[config.mk]
export PLATFORM = sky130hd
export DESIGN_NAME = ahb_mem_arbiter2
export DESIGN_NICKNAME = d
export VERILOG_FILES = /design/src/rtl/ahb_pkg.sv /design/src/rtl/ahb_input_stage.sv /design/src/rtl/ahb_mem_arbiter2.sv
export SDC_FILE = /design/constraint.sdc
export NUM_CORES = 1
export LEC_CHECK = 0
export CAP_MARGIN = 5
export CORE_ASPECT_RATIO = 0.9
export CORE_MARGIN = 2
export CORE_UTILIZATION = 41
export CTS_CLUSTER_SIZE = 8
export DETAILED_ROUTE_END_ITERATION = 8
export PLACE_DENSITY = 0.92
export SLEW_MARGIN = 20
export SYNTH_ARGS = -nofsm -noshare
export SYNTH_HDL_FRONTEND = slang
export SYNTH_SLANG_ARGS = --single-unit
[constraint.sdc]
create_clock -name HCLK -period 2.4 [get_ports HCLK]
set_input_delay 0.36 -clock HCLK [delete_from_list [all_inputs] [get_ports HCLK]]
set_output_delay 0.36 -clock HCLK [all_outputs]
set_load 0.1 [all_outputs]
[src/rtl/ahb_pkg.sv]
// ahb_pkg: shared AHB-Lite transfer encodings and data-phase owner encoding
package ahb_pkg;
  localparam logic [1:0] HTRANS_IDLE   = 2'b00;
  localparam logic [1:0] HTRANS_BUSY   = 2'b01;
  localparam logic [1:0] HTRANS_NONSEQ = 2'b10;
  localparam logic [1:0] HTRANS_SEQ    = 2'b11;
  typedef enum logic [1:0] {
    OWN_NONE = 2'd0,
    OWN_M0   = 2'd1,
    OWN_M1   = 2'd2
  } owner_t;
endpackage

[src/rtl/ahb_input_stage.sv]
// ahb_input_stage: one-entry address-phase buffer and HREADY generation for one master port
module ahb_input_stage
  import ahb_pkg::*;
#(
  parameter int ADDRW = 32
) (
  input  logic             HCLK,
  input  logic             HRESETn,
  input  logic             hsel,
  input  logic [ADDRW-1:0] haddr,
  input  logic [1:0]       htrans,
  input  logic             hwrite,
  input  logic [2:0]       hsize,
  input  logic             issue,
  input  logic             own,
  input  logic             slave_ready,
  output logic             hready,
  output logic             req,
  output logic [ADDRW-1:0] addr,
  output logic             write,
  output logic [2:0]       size
);
  logic             live;
  logic             pend;
  logic [ADDRW-1:0] addr_q;
  logic             write_q;
  logic [2:0]       size_q;
  // a buffered master is held off until its own data phase completes
  assign hready = own ? slave_ready : ~pend;
  assign live   = hsel & (htrans == HTRANS_NONSEQ || htrans == HTRANS_SEQ) & hready;
  assign req    = pend | live;
  assign addr   = pend ? addr_q : haddr;
  assign write  = pend ? write_q : hwrite;
  assign size   = pend ? size_q : hsize;
  always_ff @(posedge HCLK or negedge HRESETn)
    if (!HRESETn) begin
      pend    <= 1'b0;
      addr_q  <= '0;
      write_q <= 1'b0;
      size_q  <= '0;
    end else if (live && !issue) begin
      pend    <= 1'b1;
      addr_q  <= haddr;
      write_q <= hwrite;
      size_q  <= hsize;
    end else if (issue)
      pend <= 1'b0;
endmodule

[src/rtl/ahb_mem_arbiter2.sv]
// ahb_mem_arbiter2: round-robin sharing of one AHB-Lite memory slave between two masters
module ahb_mem_arbiter2
  import ahb_pkg::*;
#(
  parameter int ADDRW = 32
) (
  input  logic             HCLK,
  input  logic             HRESETn,
  input  logic             M0_HSEL,
  input  logic [ADDRW-1:0] M0_HADDR,
  input  logic [1:0]       M0_HTRANS,
  input  logic             M0_HWRITE,
  input  logic [2:0]       M0_HSIZE,
  input  logic [31:0]      M0_HWDATA,
  output logic             M0_HREADY,
  output logic [31:0]      M0_HRDATA,
  input  logic             M1_HSEL,
  input  logic [ADDRW-1:0] M1_HADDR,
  input  logic [1:0]       M1_HTRANS,
  input  logic             M1_HWRITE,
  input  logic [2:0]       M1_HSIZE,
  input  logic [31:0]      M1_HWDATA,
  output logic             M1_HREADY,
  output logic [31:0]      M1_HRDATA,
  output logic             S_HSEL,
  output logic [ADDRW-1:0] S_HADDR,
  output logic [1:0]       S_HTRANS,
  output logic             S_HWRITE,
  output logic [2:0]       S_HSIZE,
  output logic [31:0]      S_HWDATA,
  output logic             S_HREADY,
  input  logic             S_HREADYOUT,
  input  logic [31:0]      S_HRDATA
);
  owner_t           owner;
  logic             last_grant;
  logic             req0, req1, gnt0, gnt1, issue;
  logic [ADDRW-1:0] addr0, addr1, addr_q;
  logic             write0, write1, write_q;
  logic [2:0]       size0, size1, size_q;
  ahb_input_stage #(.ADDRW(ADDRW)) u_in0 (
    .HCLK(HCLK), .HRESETn(HRESETn),
    .hsel(M0_HSEL), .haddr(M0_HADDR), .htrans(M0_HTRANS), .hwrite(M0_HWRITE), .hsize(M0_HSIZE),
    .issue(gnt0), .own(owner == OWN_M0), .slave_ready(S_HREADYOUT),
    .hready(M0_HREADY), .req(req0), .addr(addr0), .write(write0), .size(size0)
  );
  ahb_input_stage #(.ADDRW(ADDRW)) u_in1 (
    .HCLK(HCLK), .HRESETn(HRESETn),
    .hsel(M1_HSEL), .haddr(M1_HADDR), .htrans(M1_HTRANS), .hwrite(M1_HWRITE), .hsize(M1_HSIZE),
    .issue(gnt1), .own(owner == OWN_M1), .slave_ready(S_HREADYOUT),
    .hready(M1_HREADY), .req(req1), .addr(addr1), .write(write1), .size(size1)
  );
  // on a tie the master that did not win last time goes first
  assign gnt0  = S_HREADYOUT & req0 & (~req1 | last_grant);
  assign gnt1  = S_HREADYOUT & req1 & (~req0 | ~last_grant);
  assign issue = gnt0 | gnt1;
  assign S_HSEL    = issue;
  assign S_HTRANS  = issue ? HTRANS_NONSEQ : HTRANS_IDLE;
  assign S_HADDR   = gnt0 ? addr0 : gnt1 ? addr1 : addr_q;
  assign S_HWRITE  = gnt0 ? write0 : gnt1 ? write1 : write_q;
  assign S_HSIZE   = gnt0 ? size0 : gnt1 ? size1 : size_q;
  assign S_HWDATA  = owner == OWN_M0 ? M0_HWDATA : owner == OWN_M1 ? M1_HWDATA : 32'h0;
  assign S_HREADY  = S_HREADYOUT;
  assign M0_HRDATA = S_HRDATA;
  assign M1_HRDATA = S_HRDATA;
  always_ff @(posedge HCLK or negedge HRESETn)
    if (!HRESETn) begin
      owner      <= OWN_NONE;
      last_grant <= 1'b1;
      addr_q     <= '0;
      write_q    <= 1'b0;
      size_q     <= '0;
    end else if (S_HREADYOUT) begin
      owner <= gnt0 ? OWN_M0 : gnt1 ? OWN_M1 : OWN_NONE;
      if (issue) begin
        last_grant <= gnt1;
        addr_q     <= S_HADDR;
        write_q    <= S_HWRITE;
        size_q     <= S_HSIZE;
      end
    end
endmodule

==> run summary, run 1 <==
status: complete, but fails checks
failing checks: negative setup slack
r2r startpoint: u_in0.pend
Hold Slack: 0.307 ns
final worst setup slack: -0.0529 ns
Final Max Slew Viols: 0
Top FF cell, synth: dfrtp_1
Hold Vio Cnt, Final: 0
Mean Syn Cell Area: 12.3 um2
Initial Utilization: 0.422
Crit. End Element: primary output
Mapped Cells: 533
CP startpoint kind: primary input
Max Fclk: 408 MHz
XOR/XNOR Fraction of Synth Area: 0
area share of the largest cell type after synthesis: 0.427
worst-skew pair later-pin latency: 0.42 ns
Post-synth EDFFs: 0
Final Util: 0.684
Clock Tree Buf Depth: 2
Via density: 5.55
DP Cell Count: 876
Yosys cell types: 28
most frequent cells after synthesis: dfrtp_1 (112), mux2i_1 (72), o221ai_1 (72)
critical-path maximum fanout: 28
clock-pin slew on the worst setup and hold paths: 0.06 ns
diode count: 0
multiplexer share of the synthesized area: 0.274
routed length per placed instance: 21.7 um
Die H: 124 um
CTS tree: done
total clock sinks: 113
DR vias: 5094
largest net degree at the start of global routing: 69
synth warn: 0
fin crit share: 1.02
Chip Width: 137 um
most common cell in the netlist: dfrtp_1
Critical Path AT: 2.09 ns
DP HPWL: 13500 um
first-pass GRT wire length: 30200 um
cell area after layout: 10600 um2
area post-placement: 9660 um2
Synth Register Bits: 113
area delta synth->final: 62.0%
die area: 17000 um2
top post-synthesis cells by area: dfrtp_1 (43%), mux2_4 (14%), mux2i_1 (11%), o221ai_1 (9.6%), buf_4 (7.7%)
P per Cell Area: 1440 nW/um2
# setup viols final: 29
HP Class: in2async
initial antenna violation count: 0
area leader, netlist: dfrtp_1
async set-reset flop share out of synthesis: 1.00
DRC viols: 0
share of cells above drive strength 1: 0.394
syn_nets: 710
total track usage: 0.235
number of CTS-inserted buffers: 17
RSZ-0062 raised after global routing: yes
Rows: 43
DR pass1 iterations: 4
largest family of logic cells by synthesized area: multiplexers
leakage power: 4.52 nW
Slew @ Worst Pin: 0.529 ns
Max VDD drop: 1.07 mV
Non-Filler Instances: 918
area fraction in compound gates after synthesis: 0.151
core region area: 15500 um2
H-tree lvl count: 4
min Tclk post-route: 2.45 ns
simple logic cell fraction of the synthesized area: 0.0320
vias in the first global route: 5557
Worst slew margin: 0.648
Max Cap Viol: 0
Routability Congestion: 0.838
sequential-to-total area share from yosys stat: 0.431
Post-Syn Area: 6570 um2
Initial DRC Count: 208
Total Wirelength: 20000 um
Layout fillers: 1014
Critical Path RT: 2.04 ns
kind of critical path: in2out
port bufs: 215
clk_skew: 0.0128 ns
Post-Synth Adder-Cell Area: 0
grt ovf: 0
worst setup path start: M0_HSEL
Final Power: 15.3 mW
Final ANT Viol Nets: 0
final net count: 880
IO Count: 315
Root Driver: clkbuf_16
metrics by stage:
stage	setup slack, ns	TNS, ns
after global placement	-0.0604	-0.906
after detailed placement	-0.0866	-1.95
after CTS	-0.0166	-0.0780
after global routing	-0.0861	-2.13
after floorplan	-0.258	-8.76
final	-0.0529	-0.785
repair_timing:
| item | CTS | global route |
|---|---|---|
| buffers inserted | 1 | 6 |
| setup endpoints to repair | 36 | 38 |
| cloned | 0 | 2 |
| resized for setup | 13 | 35 |
| hold buffers | 1 | 0 |
| pin swaps | 2 | 6 |
| endpoints found under the hold margin | 5 | 0 |
where the power goes:
group          leakage [nW]  internal (mW)  total (mW)  switching, mW
logic                  2.90           3.90        9.56           5.67
clock network         0.262           1.46        2.43          0.968
registers              1.35           2.85        3.34          0.495
total                  4.52           8.21        15.3           7.13
worst paths after layout:
path,endpoint,slack (ns),cells after the start
min in group HCLK,u_in1.pend,0.46,3
max in group asynchronous,u_in0.pend,1.34,3
hold / removal,u_in0.addr_q[15],0.31,2
hold reg to reg,addr_q[26],0.50,2
setup reg to reg,u_in1.addr_q[16],0.40,8
setup / recovery,S_HADDR[0],-0.05,7
layer usage:
metal | part of all wire | up-vias | wire, um | GRT usage
li1 | - | 2321 | - | -
met1 | 0.41 | 2577 | 8250 | 0.285
met2 | 0.51 | 150 | 10200 | 0.405
met3 | 0.049 | 46 | 980 | 0.0676
met4 | 0.025 | 0 | 499 | 0.0735
met5 | 0 | - | 0 | 0
cells in the final DEF (no fill, tap or decap), drive strengths merged, types with 2 or more instances in the layout:
cell,netlist,routed
a22o,32,32
clkinvlp,0,6
buf,88,115
mux2i,74,74
mux2,72,72
inv,4,8
o21ai,5,5
nor2b,2,2
nand2,38,38
dfrtp,112,112
clkinv,0,3
a21oi,5,5
clkdlybuf4s50,0,140
clkbuf,19,19
a21o,2,2
o221ai,72,72
cell families (layout without fill, tap and decap cells):
group / after synthesis / after routing
mux: 146 / 146
compound gates: 118 / 118
flops: 113 / 113
buf+inv: 111 / 294
simple gates: 44 / 44
other cells: 1 / 1
worst max-delay path: stages:
cell,delay (ns)
clkdlybuf4s50_1,0.43
a21o_1,0.25
a21oi_2,0.23
nand2_4,0.12
buf_12,0.20
o221ai_4,0.26
buf_12,0.21
area by class of cell:
class / instances / area, um2 / share of cell area
multi-input combinational: 309 / 3550 / 0.334
timing repair buffer: 258 / 3410 / 0.321
sequential: 113 / 2830 / 0.266
clock buffer: 18 / 439 / 0.0413
tap: 202 / 253 / 0.0238
clock inverter: 14 / 129 / 0.0121
inverter: 4 / 15.0 / 0.00141
registers in the layout (all words and copies together), names as in the netlist, 2 cells and up:
register and cells:
size_q 3, u_in0.size_q 3, owner 2, u_in1.addr_q 32
u_in0.addr_q 32, addr_q 32, u_in1.size_q 3
No activity file was read; power rests on OpenSTA's default activity.
==> run 2: changes to the inputs <==
Settings changed: GPL_ROUTABILITY_DRIVEN set to 0, TNS_END_PERCENT set to 1.
==> run 2 against run 1 <==
Compared with the run above: the run still ends with negative setup slack left; non-clock buffer count shrank 7; combinational power is 2% higher; clock power rose by 8.6%; fmax up 0.42%; final cell count is 0.76% lower; cell area rose by 0.75%; worst setup slack improved by 0.010 ns; register-to-register slack better by 0.07 ns; clock skew hardly changed; total power grew 2.4%; sequential share of layout area decreased by 0.20 points; first-iteration DRC count rose by 47%; critical path type unchanged; largest cell class unchanged.
==> run summary, run 2 (synthesis results as in run 1) <==
status: complete, but fails checks
failing checks: negative setup slack
largest net degree at the start of global routing: 43 (-38%)
critical-path maximum fanout: 12 (-57%)
P per Cell Area: 1460 nW/um2 (+1.6%)
port bufs: 215 (unchanged)
fin crit share: 1.02 (-0.00431)
Final Max Slew Viols: 0 (unchanged)
Hold Vio Cnt, Final: 0 (unchanged)
slowest stage cell on the critical path: clkdlybuf4s50_1
Chip Width: 137 um (unchanged)
leakage power: 4.51 nW (-0.15%)
vias in the first global route: 5740 (+3.3%)
worst-skew pair later-pin latency: 0.41 ns (about the same)
clock-pin slew on the worst setup and hold paths: 0.05 ns (about the same)
Layout fillers: 1014 (unchanged)
first-pass GRT wire length: 31600 um (+4.4%)
Crit. End Element: primary output
# setup viols final: 32 (+10%)
Post-CTS Setup Bufs: 0 (-1)
min Tclk post-route: 2.44 ns (-0.0103 ns)
Clock Tree Buf Depth: 2 (unchanged)
Root Driver: clkbuf_16
worst reg-to-reg setup slack: 0.47 ns (+0.07 ns)
Max Fclk: 409 MHz (+0.42%)
total clock sinks: 113 (unchanged)
share of cells above drive strength 1: 0.367 (-0.0271)
final worst setup slack: -0.0425 ns (+0.0103 ns)
HP Class: in2async
DP Cell Count: 878 (+0.23%)
grt ovf: 0 (unchanged)
total track usage: 0.246 (+0.0112)
commonest non-fill, non-tap cells in the layout: clkdlybuf4s50_1 (141), dfrtp_1 (110), buf_12 (85)
die area: 17000 um2 (unchanged)
Non-Filler Instances: 911 (-0.76%)
clk_skew: 0.0124 ns (-0.000421 ns)
core region area: 15500 um2 (unchanged)
Max Cap Viol: 0 (unchanged)
Initial Utilization: 0.422 (unchanged)
IO Count: 315 (unchanged)
R2R Path End: u_in0.addr_q[22]
Max VDD drop: 1.05 mV (-1.6%)
diode count: 0 (unchanged)
routed length per placed instance: 22.7 um (+4.6%)
WP buf/inv: 4 (+1)
Rows: 43 (unchanged)
Slew @ Worst Pin: 0.571 ns (+0.0428 ns)
DR vias: 5189 (+1.9%)
Hold Slack: 0.488 ns (+0.181 ns)
Initial DRC Count: 305 (+47%)
H-tree lvl count: 4 (unchanged)
Worst slew margin: 0.619 (-0.0285)
Worst path depth: 8 (+1)
DR pass1 iterations: 4 (unchanged)
number of CTS-inserted buffers: 17 (unchanged)
Worst R2R Path Depth: 6 (-2)
CP endpoint: S_HADDR[3]
Via density: 5.70 (+2.6%)
r2r startpoint: u_in1.pend
Die H: 124 um (unchanged)
Total Wirelength: 20700 um (+3.8%)
crit-path max cell delay: 0.44 ns (about the same)
RSZ-0062 raised after global routing: yes
CP top delay family: buffers and inverters
area delta synth->final: 63.2%
Final Util: 0.689 (+0.00515)
DRC viols: 0 (unchanged)
CP Cell Sequence: clkdlybuf4s50_1 -> a21o_1 -> a21oi_1 -> buf_4 -> nand2_8 -> buf_6 -> o221ai_4 -> buf_12
Critical Path AT: 2.08 ns (about the same)
worst setup path start: M0_HSEL
most common cell after layout, fill and taps aside: clkdlybuf4s50_1
Final Power: 15.7 mW (+2.4%)
Regs by FF count: addr_q x32, u_in0.addr_q x32, u_in1.addr_q x32
CP startpoint kind: primary input
Final ANT Viol Nets: 0 (unchanged)
initial antenna violation count: 1 (+1)
kind of critical path: in2out
final net count: 873 (-0.80%)
DP HPWL: 14100 um (+4.6%)
Critical Path RT: 2.04 ns (about the same)
CTS tree: done
[run 2: changes by cell type in the layout (fill, tap and decap cells not counted), moves of 3 or more]
cell	before	now
clkinvlp_4	6	1
o221ai_2	14	1
nand2_1	28	37
nand2_2	9	0
o221ai_4	22	35
clkbuf_8	1	4
buf_6	7	4
inv_6	4	0
buf_4	22	19
[run 2: worst min-delay path by stage]
stage	end	slack, ns	depth (start not counted)
floorplan	addr_q[0]	0.06	0
finish	u_in0.addr_q[11]	0.49	2
CTS	addr_q[9]	0.50	2
global route	u_in1.addr_q[12]	0.52	1
global placement	u_in0.addr_q[11]	0.38	1
detailed placement	u_in0.addr_q[11]	0.40	1
[run 2: worst reg2reg max path, cell delays in order (launching register included)]
cell     delay (ns)
dfrtp_2        0.42
a21oi_1        0.29
buf_4          0.18
o21ai_1        0.11
nand4_4        0.13
buf_12         0.29
mux2_2         0.38
[run 2: stage by stage]
| step | setup slack [ns] | setup TNS (ns) | area, um2 |
|---|---|---|---|
| floorplan | -0.258 | -8.81 | 6790 |
| global placement | -0.0594 | -0.689 | 9630 |
| detailed placement | -0.0904 | -1.26 | 9630 |
| CTS | -0.0401 | -0.735 | 10600 |
| global route | -0.112 | -3.53 | 10700 |
| finish | -0.0425 | -0.494 | 10700 |
[run 2: area by class of cell]
cell class	instances	area (um2)	area share
clock inverters	9	130	0.0121
clock buffers	23	488	0.0455
repair buffers	251	3330	0.310
well taps	202	253	0.0236
inverters	4	15.0	0.00140
multi-input cells	309	3670	0.343
flip-flops and latches	113	2830	0.264
[run 2: power by group]
group,switching [mW],internal [mW],total [mW]
Combinational,5.80,3.93,9.72
Sequential,0.489,2.85,3.34
Clock,0.895,1.74,2.64
[run 2: routing by layer]
metal / GRT usage / vias to the layer above / share of wire
li1: - / 2300 / -
met1: 0.282 / 2650 / 0.39
met2: 0.424 / 175 / 0.51
met3: 0.0810 / 62 / 0.071
met4: 0.104 / 2 / 0.027
met5: 0 / - / 0.00063
[run 2: timing repair]
action,CTS,global route
pin swaps,4,1
hold endpoints to repair,39,0
hold buffers,1,0
cloned,0,0
resized for setup,35,14
endpoints found under the setup margin,36,42
